**src/rtl/reg_loader.sv**
```systemverilog
// Burst register loader: latches a base address and count, then writes one upstream beat per register.
// Optional REG_LOADER_PROTECT_R0_EN suppresses the write strobe for register 0.
module reg_loader (
    input  logic       CLK,
    input  logic       RESET,
    input  logic       START,
    input  logic [2:0] BASEADDR,
    input  logic [2:0] COUNT,
    input  logic [7:0] DATAIN,
    input  logic       DATAVALID,
    output logic       DATAREADY,
    output logic [7:0] WRITEDATA,
    output logic [2:0] WRITEREG,
    output logic       WRITEENABLE,
    output logic       BUSY,
    output logic       DONE
);

    typedef enum logic [1:0] {
        IDLE   = 2'd0,
        ACCEPT = 2'd1,
        WRITE  = 2'd2,
        FINISH = 2'd3
    } state_t;

    state_t     r_state;
    state_t     w_next;
    logic [2:0] r_addr;
    logic [2:0] r_cnt;
    logic [2:0] w_addr_nxt;
    logic [2:0] w_cnt_nxt;

    logic       w_ready;
    logic [7:0] w_wdata;
    logic [2:0] w_wreg;
    logic       w_we;
    logic       w_busy;
    logic       w_done;

    always_ff @(posedge CLK) begin
        if (!RESET) begin
            r_state     <= IDLE;
            r_addr      <= 3'd0;
            r_cnt       <= 3'd0;
            DATAREADY   <= 1'b0;
            WRITEDATA   <= 8'd0;
            WRITEREG    <= 3'd0;
            WRITEENABLE <= 1'b0;
            BUSY        <= 1'b0;
            DONE        <= 1'b0;
        end else begin
            r_state     <= w_next;
            r_addr      <= w_addr_nxt;
            r_cnt       <= w_cnt_nxt;
            DATAREADY   <= w_ready;
            WRITEDATA   <= w_wdata;
            WRITEREG    <= w_wreg;
            WRITEENABLE <= w_we;
            BUSY        <= w_busy;
            DONE        <= w_done;
        end
    end

    always_comb begin
        w_next     = r_state;
        w_addr_nxt = r_addr;
        w_cnt_nxt  = r_cnt;
        unique case (r_state)
            IDLE: begin
                if (START) begin
                    w_next     = ACCEPT;
                    w_addr_nxt = BASEADDR;
                    w_cnt_nxt  = COUNT;
                end
            end
            ACCEPT: begin
                if (DATAVALID)
                    w_next = WRITE;
            end
            WRITE: begin
                w_addr_nxt = r_addr + 3'd1;
                if (r_cnt == 3'd0) begin
                    w_next = FINISH;
                end else begin
                    w_next    = ACCEPT;
                    w_cnt_nxt = r_cnt - 3'd1;
                end
            end
            FINISH: w_next = IDLE;
            default: w_next = IDLE;
        endcase
    end

    // Outputs are decoded from the next state so they line up with the state they describe.
    always_comb begin
        w_ready = (w_next == ACCEPT);
        w_busy  = (w_next != IDLE);
        w_done  = (w_next == FINISH);
        w_wdata = WRITEDATA;
        w_wreg  = WRITEREG;
`ifdef REG_LOADER_PROTECT_R0_EN
        w_we    = (w_next == WRITE) && (r_addr != 3'd0);
`else
        w_we    = (w_next == WRITE);
`endif
        if (r_state == ACCEPT && DATAVALID) begin
            w_wdata = DATAIN;
            w_wreg  = r_addr;
        end
    end

endmodule
```
**config.mk**
```make
export PLATFORM = sky130hd
export DESIGN_NAME = reg_loader
export DESIGN_NICKNAME = d
export VERILOG_FILES = /design/src/rtl/reg_loader.sv
export SDC_FILE = /design/constraint.sdc
export NUM_CORES = 1
export LEC_CHECK = 0
export CORE_MARGIN = 5
export CORE_UTILIZATION = 46
export DETAILED_ROUTE_END_ITERATION = 8
export PLACE_DENSITY_LB_ADDON = 0.08
export RECOVER_POWER = 100
export SYNTH_ARGS = -nofsm -noshare
export SYNTH_HDL_FRONTEND = slang
export SYNTH_SLANG_ARGS = --single-unit
export TNS_END_PERCENT = 30
```
**constraint.sdc**
```tcl
create_clock -name CLK -period 2.3 [get_ports CLK]
set_clock_uncertainty 0.05 [all_clocks]
set_input_delay 0.46 -clock CLK [delete_from_list [all_inputs] [get_ports CLK]]
set_output_delay 0.46 -clock CLK [all_outputs]
set_load 0.005 [all_outputs]
```
Word level (Yosys, flattened, before mapping)
Cells that the tools add are included.

word-level totals
  flip-flop bits (word level) = 23
  output and inout port bits = 15
  word-level logic and storage cells = 35
  bits of input ports = 18

cells by class
  reductions and logical operators = 7
  eq/ne operators = 8
  muxes and demuxes = 9
  $add $sub $neg = 2

operator list
  operator                                             count
  one-hot mux 3 bit (2 select lines)                   2
  2-to-1 mux 3 bit                                     3
  equality test 2 bit, second input constant           4
  one-hot mux 2 bit (4 select lines)                   1
  2-to-1 mux 2 bit                                     3
  equality test 2 x 1 -> 1 bit, second input constant  2
  inequality test 2 bit, second input constant         2
  nonzero test 2 bit                                   2
  adder 3 x 1 -> 3 bit, second input constant          1
  zero test 3 bit                                      1
  AND reduction 3 bit                                  1
  subtractor 3 x 1 -> 3 bit, second input constant     1
  zero test 2 bit                                      1
  AND reduction 2 bit                                  1
  logical AND 1 bit                                    1

Longest topological paths before layout
  depth in word-level cells = 4
  mapped depth = 5
  mapped depth without buffers = 5

Worst setup path after synthesis
OpenSTA, ideal clock, no wires.

  kind = reg2reg
  start point = register r_cnt[0]
  end point = register r_cnt[1]
  slack = 1.092 ns
  setup time = 0.091 ns
  period minus slack after synthesis = 1.208 ns
  arrival time = 1.067 ns
  required time = 2.159 ns
  stages on the path, launching flop included = 6
  buffers on the path = 0
  cells stage by stage = dfxtp_1 > inv_1 > ha_1 > nor3b_2 > a21oi_1 > a311oi_1

on the way
  word-level cells in the longest chain between the ends = 3
  elaborated cells between the ends (all ways) = 6
  classes of those cells = add/sub: 1; eq/ne: 1; mux: 2; reduce/logical: 2

RTL lines
  element                                                                           RTL line  RTL
  start, declared                                                                   29        logic [2:0] r_cnt;
  start signal, assigned                                                            54        r_cnt <= w_cnt_nxt;
  subtractor 3 x 1 -> 3 bit / zero test 3 bit (equally long branches)               86, 82
  2-to-1 mux 3 bit / inequality test 2 bit (equally long branches)                  --
  one-hot mux 3 bit (2 select lines) / AND reduction 3 bit (equally long branches)  --

Parallel ways exist; a longest one is shown, timed or not. The select of a mux whose other input is x is not followed.
A chain may end at the register's enable or synchronous reset.

Worst setup path after layout
  start point = register WRITEREG[2]
  end point = output port WRITEREG[2]

RTL lines
  element                 RTL line  RTL
  start, declared         13        output logic [2:0] WRITEREG,
  start signal, assigned  57        WRITEREG <= w_wreg;

No word-level cell between the ends.

==> Flow_metrics.wiki <==
{| class="wikitable"
! Metric !! Value
|-
| First-pass GRT wire length || 3470 µm
|-
| Top routing layer used || met4
|-
| Final clock period utilization by the worst path || 75.4%
|-
| Floorplan die area || 0.00319 mm²
|-
| Count of endpoints failing setup in the final report || 0
|-
| Share of total power in the clock network || 23.6%
|-
| Cell-internal power || 569 µW
|-
| Latest clock arrival within the worst-skew pair || 0.30 ns
|-
| Netlist cell types || 36
|-
| Critical path's top delay family || buffers and inverters
|-
| Number of max-slew violations in the final report || 0
|-
| Core outline area || 0.00200 mm²
|-
| Cell count of the worst reg-to-reg path || 3
|-
| Kind of path behind the tightest hold check || flop to flop
|-
| Initial cell density of the core || 49.7%
|-
| Outcome || finished, final reports clean
|-
| Clock sink count || 23
|-
| Number of cells upsized or downsized after cts || 0
|-
| Slowest cell on the critical path || sky130_fd_sc_hd__dlygate4sd3_1
|-
| Total length of routed wires || 2090 µm
|-
| Worst setup slack after layout || 0.565 ns
|-
| Number of placed I/O pins || 33
|-
| Critical Path Sink Type || output pin
|-
| Count of hold buffers inserted by post-cts repair || 0
|-
| Req. time, crit path || 1.79 ns
|-
| Endpoint of the lowest-slack register-to-register path || r_state[1]
|-
| CTS tree || built
|-
| Switching power as a share of total power || 25.3%
|-
| Hold depth || 2
|-
| Setup slack, reg-to-reg || 0.67 ns
|-
| DR iter-0 viols || 6
|-
| Number of buffers created by CTS || 3
|-
| Maximum vdd ir drop || 0.339 mV
|-
| Minimum clock period || 1.74 ns
|-
| Clock slew seen by the registers of the worst setup and hold paths || 0.11 ns
|-
| Biggest fanout along the worst timing path || 2
|-
| Yosys warning count || 0
|-
| H-tree depth || 1
|-
| Detail-routed net length per standard cell || 12.1 µm
|-
| Netlist area before placement || 995 µm²
|-
| Total net switching power || 192 µW
|-
| Half-perimeter wire length of the detailed placement result || 1600 µm
|-
| Area delta synth->final || 35.2%
|-
| Sequential area share after synthesis || 46.3%
|-
| Sum of met3 wire segment lengths after detailed routing || 153 µm
|-
| Net count after synthesis || 134
|-
| Critical path launch point type || flop
|-
| DP Cell Count || 169
|-
| Arrival time at the worst endpoint || 1.23 ns
|-
| Ant. Diodes || 0
|-
| Beginning of the worst register-to-register path || r_state[1]
|-
| Power density over the cells || 566 mW/mm²
|-
| Slew of the pin with the lowest slew margin || 0.480 ns
|-
| Postcts setup bufs || 0
|-
| Slew Limit Headroom || 67.9%
|-
| Share of cells above drive strength 1 || 6.16%
|-
| Pleak || 0.000545 µW
|-
| Placement Rows || 16
|-
| Worst hold start || WRITEREG[0]
|-
| Setup WS pre-CTS || 0.491 ns
|-
| Post-layout util || 67.2%
|-
| Residual overflow from global routing || 0
|-
| Die X-Extent || 56.5 µm
|-
| Final antenna-violating net count || 0
|-
| Vias in the first global route || 792
|-
| Mapped Avg Cell Area || 8.80 µm²
|-
| DRC Markers || 0
|-
| Maximum root-to-sink buffer count || 2
|-
| Final Non-Filler Cells || 173
|-
| Gate power share || 18.3%
|-
| Post-Route M1 WL || 908 µm
|-
| Number of maximum-capacitance violations || 0
|-
| Highest cell delay on the worst timing path || 0.57 ns
|-
| Chain of cells forming the critical path || dlygate4sd3_1
|-
| Routed via count || 871
|-
| Met2 wirelength from detailed routing || 1010 µm
|-
| Count of nets after finishing || 168
|-
| Hold Fails Final Rpt || 0
|-
| Pin count of the biggest net entering global routing || 18
|-
| Part of the total power dissipated in sequential elements || 58.1%
|-
| Highest Clock Rate || 576 MHz
|-
| Capture endpoint of the worst hold path || WRITEREG[0]
|-
| Setup Total Neg Slack || 0 ns
|-
| Initial antenna violation count || 0
|-
| Height of the die || 56.5 µm
|-
| Buf+Inv Stages, Crit Path || 1
|-
| Buffers added on ports || 32
|-
| Avg Vias per Cell || 5.03
|-
| Routability congestion estimate from global placement || 0.726
|-
| Setup Crit Path Kind || flop to output pin
|-
| Cell count after synthesis || 113
|-
| First drt pass iteration count || 4
|-
| Setup repair after global routing missed its margin || false
|-
| Global-route total usage across every layer || 13.5%
|-
| Number of storage elements in the synthesis netlist || 23
|-
| Root buffer cell || sky130_fd_sc_hd__clkbuf_4
|}
==> power by group through the flow <==
stage               clock, µW  sequential (µW)  combinational [µW]
global route              208              446                 154
floorplan                   0              446                86.0
detailed placement          0              453                 148
global placement            0              451                 144
finish                    180              442                 139
CTS                       186              443                 149
==> placed cells by master (no fill, tap or decap), types with 2 or more instances in the layout <==
master                            Yosys  final
sky130_fd_sc_hd__nor2_1               3      3
sky130_fd_sc_hd__nand2_1             23     23
sky130_fd_sc_hd__ha_1                 3      3
sky130_fd_sc_hd__nor2b_1              2      2
sky130_fd_sc_hd__a21oi_1             18     19
sky130_fd_sc_hd__nand3b_1             2      2
sky130_fd_sc_hd__clkbuf_4             0      3
sky130_fd_sc_hd__buf_4                2      2
sky130_fd_sc_hd__clkdlybuf4s50_1      0     16
sky130_fd_sc_hd__nor3b_1              2      2
sky130_fd_sc_hd__o21ai_0              1      2
sky130_fd_sc_hd__o221a_2              2      2
sky130_fd_sc_hd__inv_1                7      7
sky130_fd_sc_hd__dfxtp_1             23     23
sky130_fd_sc_hd__nand2b_1             2      2
sky130_fd_sc_hd__dlygate4sd3_1        0     16
==> worst max path at each step <==
stage             endpoint  cells past startpoint  slack, ns        start
5_1_grt         r_state[1]                      3       0.48   r_state[1]
3_3_place_gp    r_state[1]                      4       0.49    DATAVALID
3_5_place_dp    r_state[1]                      4       0.49    DATAVALID
6_report       WRITEREG[2]                      1       0.56  WRITEREG[2]
4_1_cts        WRITEREG[2]                      1       0.62  WRITEREG[2]
2_1_floorplan     r_cnt[1]                      5       1.09     r_cnt[0]
==> metal layers <==
metal / track usage (%) / vias up
met3: 4.59 / 2
met5: 0 / -
li1: - / 451
met4: 6.78 / 0
met1: 14.9 / 393
met2: 22.8 / 25
==> synth_stat cells, drive strengths merged <==
| cell type | count | area share (%) |
|---|---|---|
| o32ai | 1 | 0.88 |
| nor3b | 3 | 2.8 |
| nand2b | 2 | 1.3 |
| a21oi | 19 | 9.9 |
| nor3 | 1 | 0.50 |
| or3b | 1 | 0.88 |
| a31oi | 1 | 0.63 |
| ha | 3 | 3.8 |
| o21ba | 1 | 1.6 |
| a211oi | 1 | 0.75 |
| a311oi | 1 | 0.88 |
| o21ai | 2 | 1.0 |
| or2b | 1 | 0.88 |
| o221a | 2 | 2.3 |
| nor2b | 2 | 1.3 |
| buf | 4 | 3.1 |
| nor2 | 3 | 1.1 |
| nand2 | 23 | 8.7 |
| nand3b | 2 | 1.5 |
| and2 | 1 | 0.63 |
| and3b | 1 | 0.88 |
| o211ai | 1 | 0.75 |
| xor2 | 1 | 0.88 |
| dfxtp | 23 | 46 |
| o311a | 1 | 1.0 |
| nand3 | 1 | 0.50 |
| o21bai | 1 | 0.75 |
| clkinv | 1 | 0.38 |
| clkbuf | 1 | 0.38 |
| inv | 7 | 2.6 |
| o2111a | 1 | 1.1 |
==> logic make-up after synthesis <==
kind of cell	share of synthesized area [%]
and+or+nand+nor	20.9
AOI/OAI and AO/OA	21.6
DFF	46.3
buffers and inverters	6.54
adders and majority gates	3.77
xor gates and xnor gates	0.881
==> state kept, by name, indices dropped and copies added, names as in the netlist <==
signal / count
BUSY: 1
DATAREADY: 1
DONE: 1
WRITEDATA: 8
WRITEENABLE: 1
WRITEREG: 3
r_addr: 3
r_cnt: 3
r_state: 2
==> metrics by stage <==
stage / hold slack, ns / power [µW] / area (µm²)
global placement: 0.391 / 596 / 1330
detailed placement: 0.396 / 600 / 1330
finish: 0.407 / 762 / 1350
floorplan: 0.395 / 532 / 995
CTS: 0.413 / 778 / 1360
global route: 0.427 / 808 / 1350
==> layout make-up <==
type | count | area [µm²]
fillers | 175 | 657
flip-flops and latches | 23 | 460
multi-input cells | 77 | 459
repair buffers | 34 | 335
well taps | 27 | 33.8
inverters | 8 | 30.0
clock buffers | 4 | 26.3
Power figures use the tool's default switching activity.
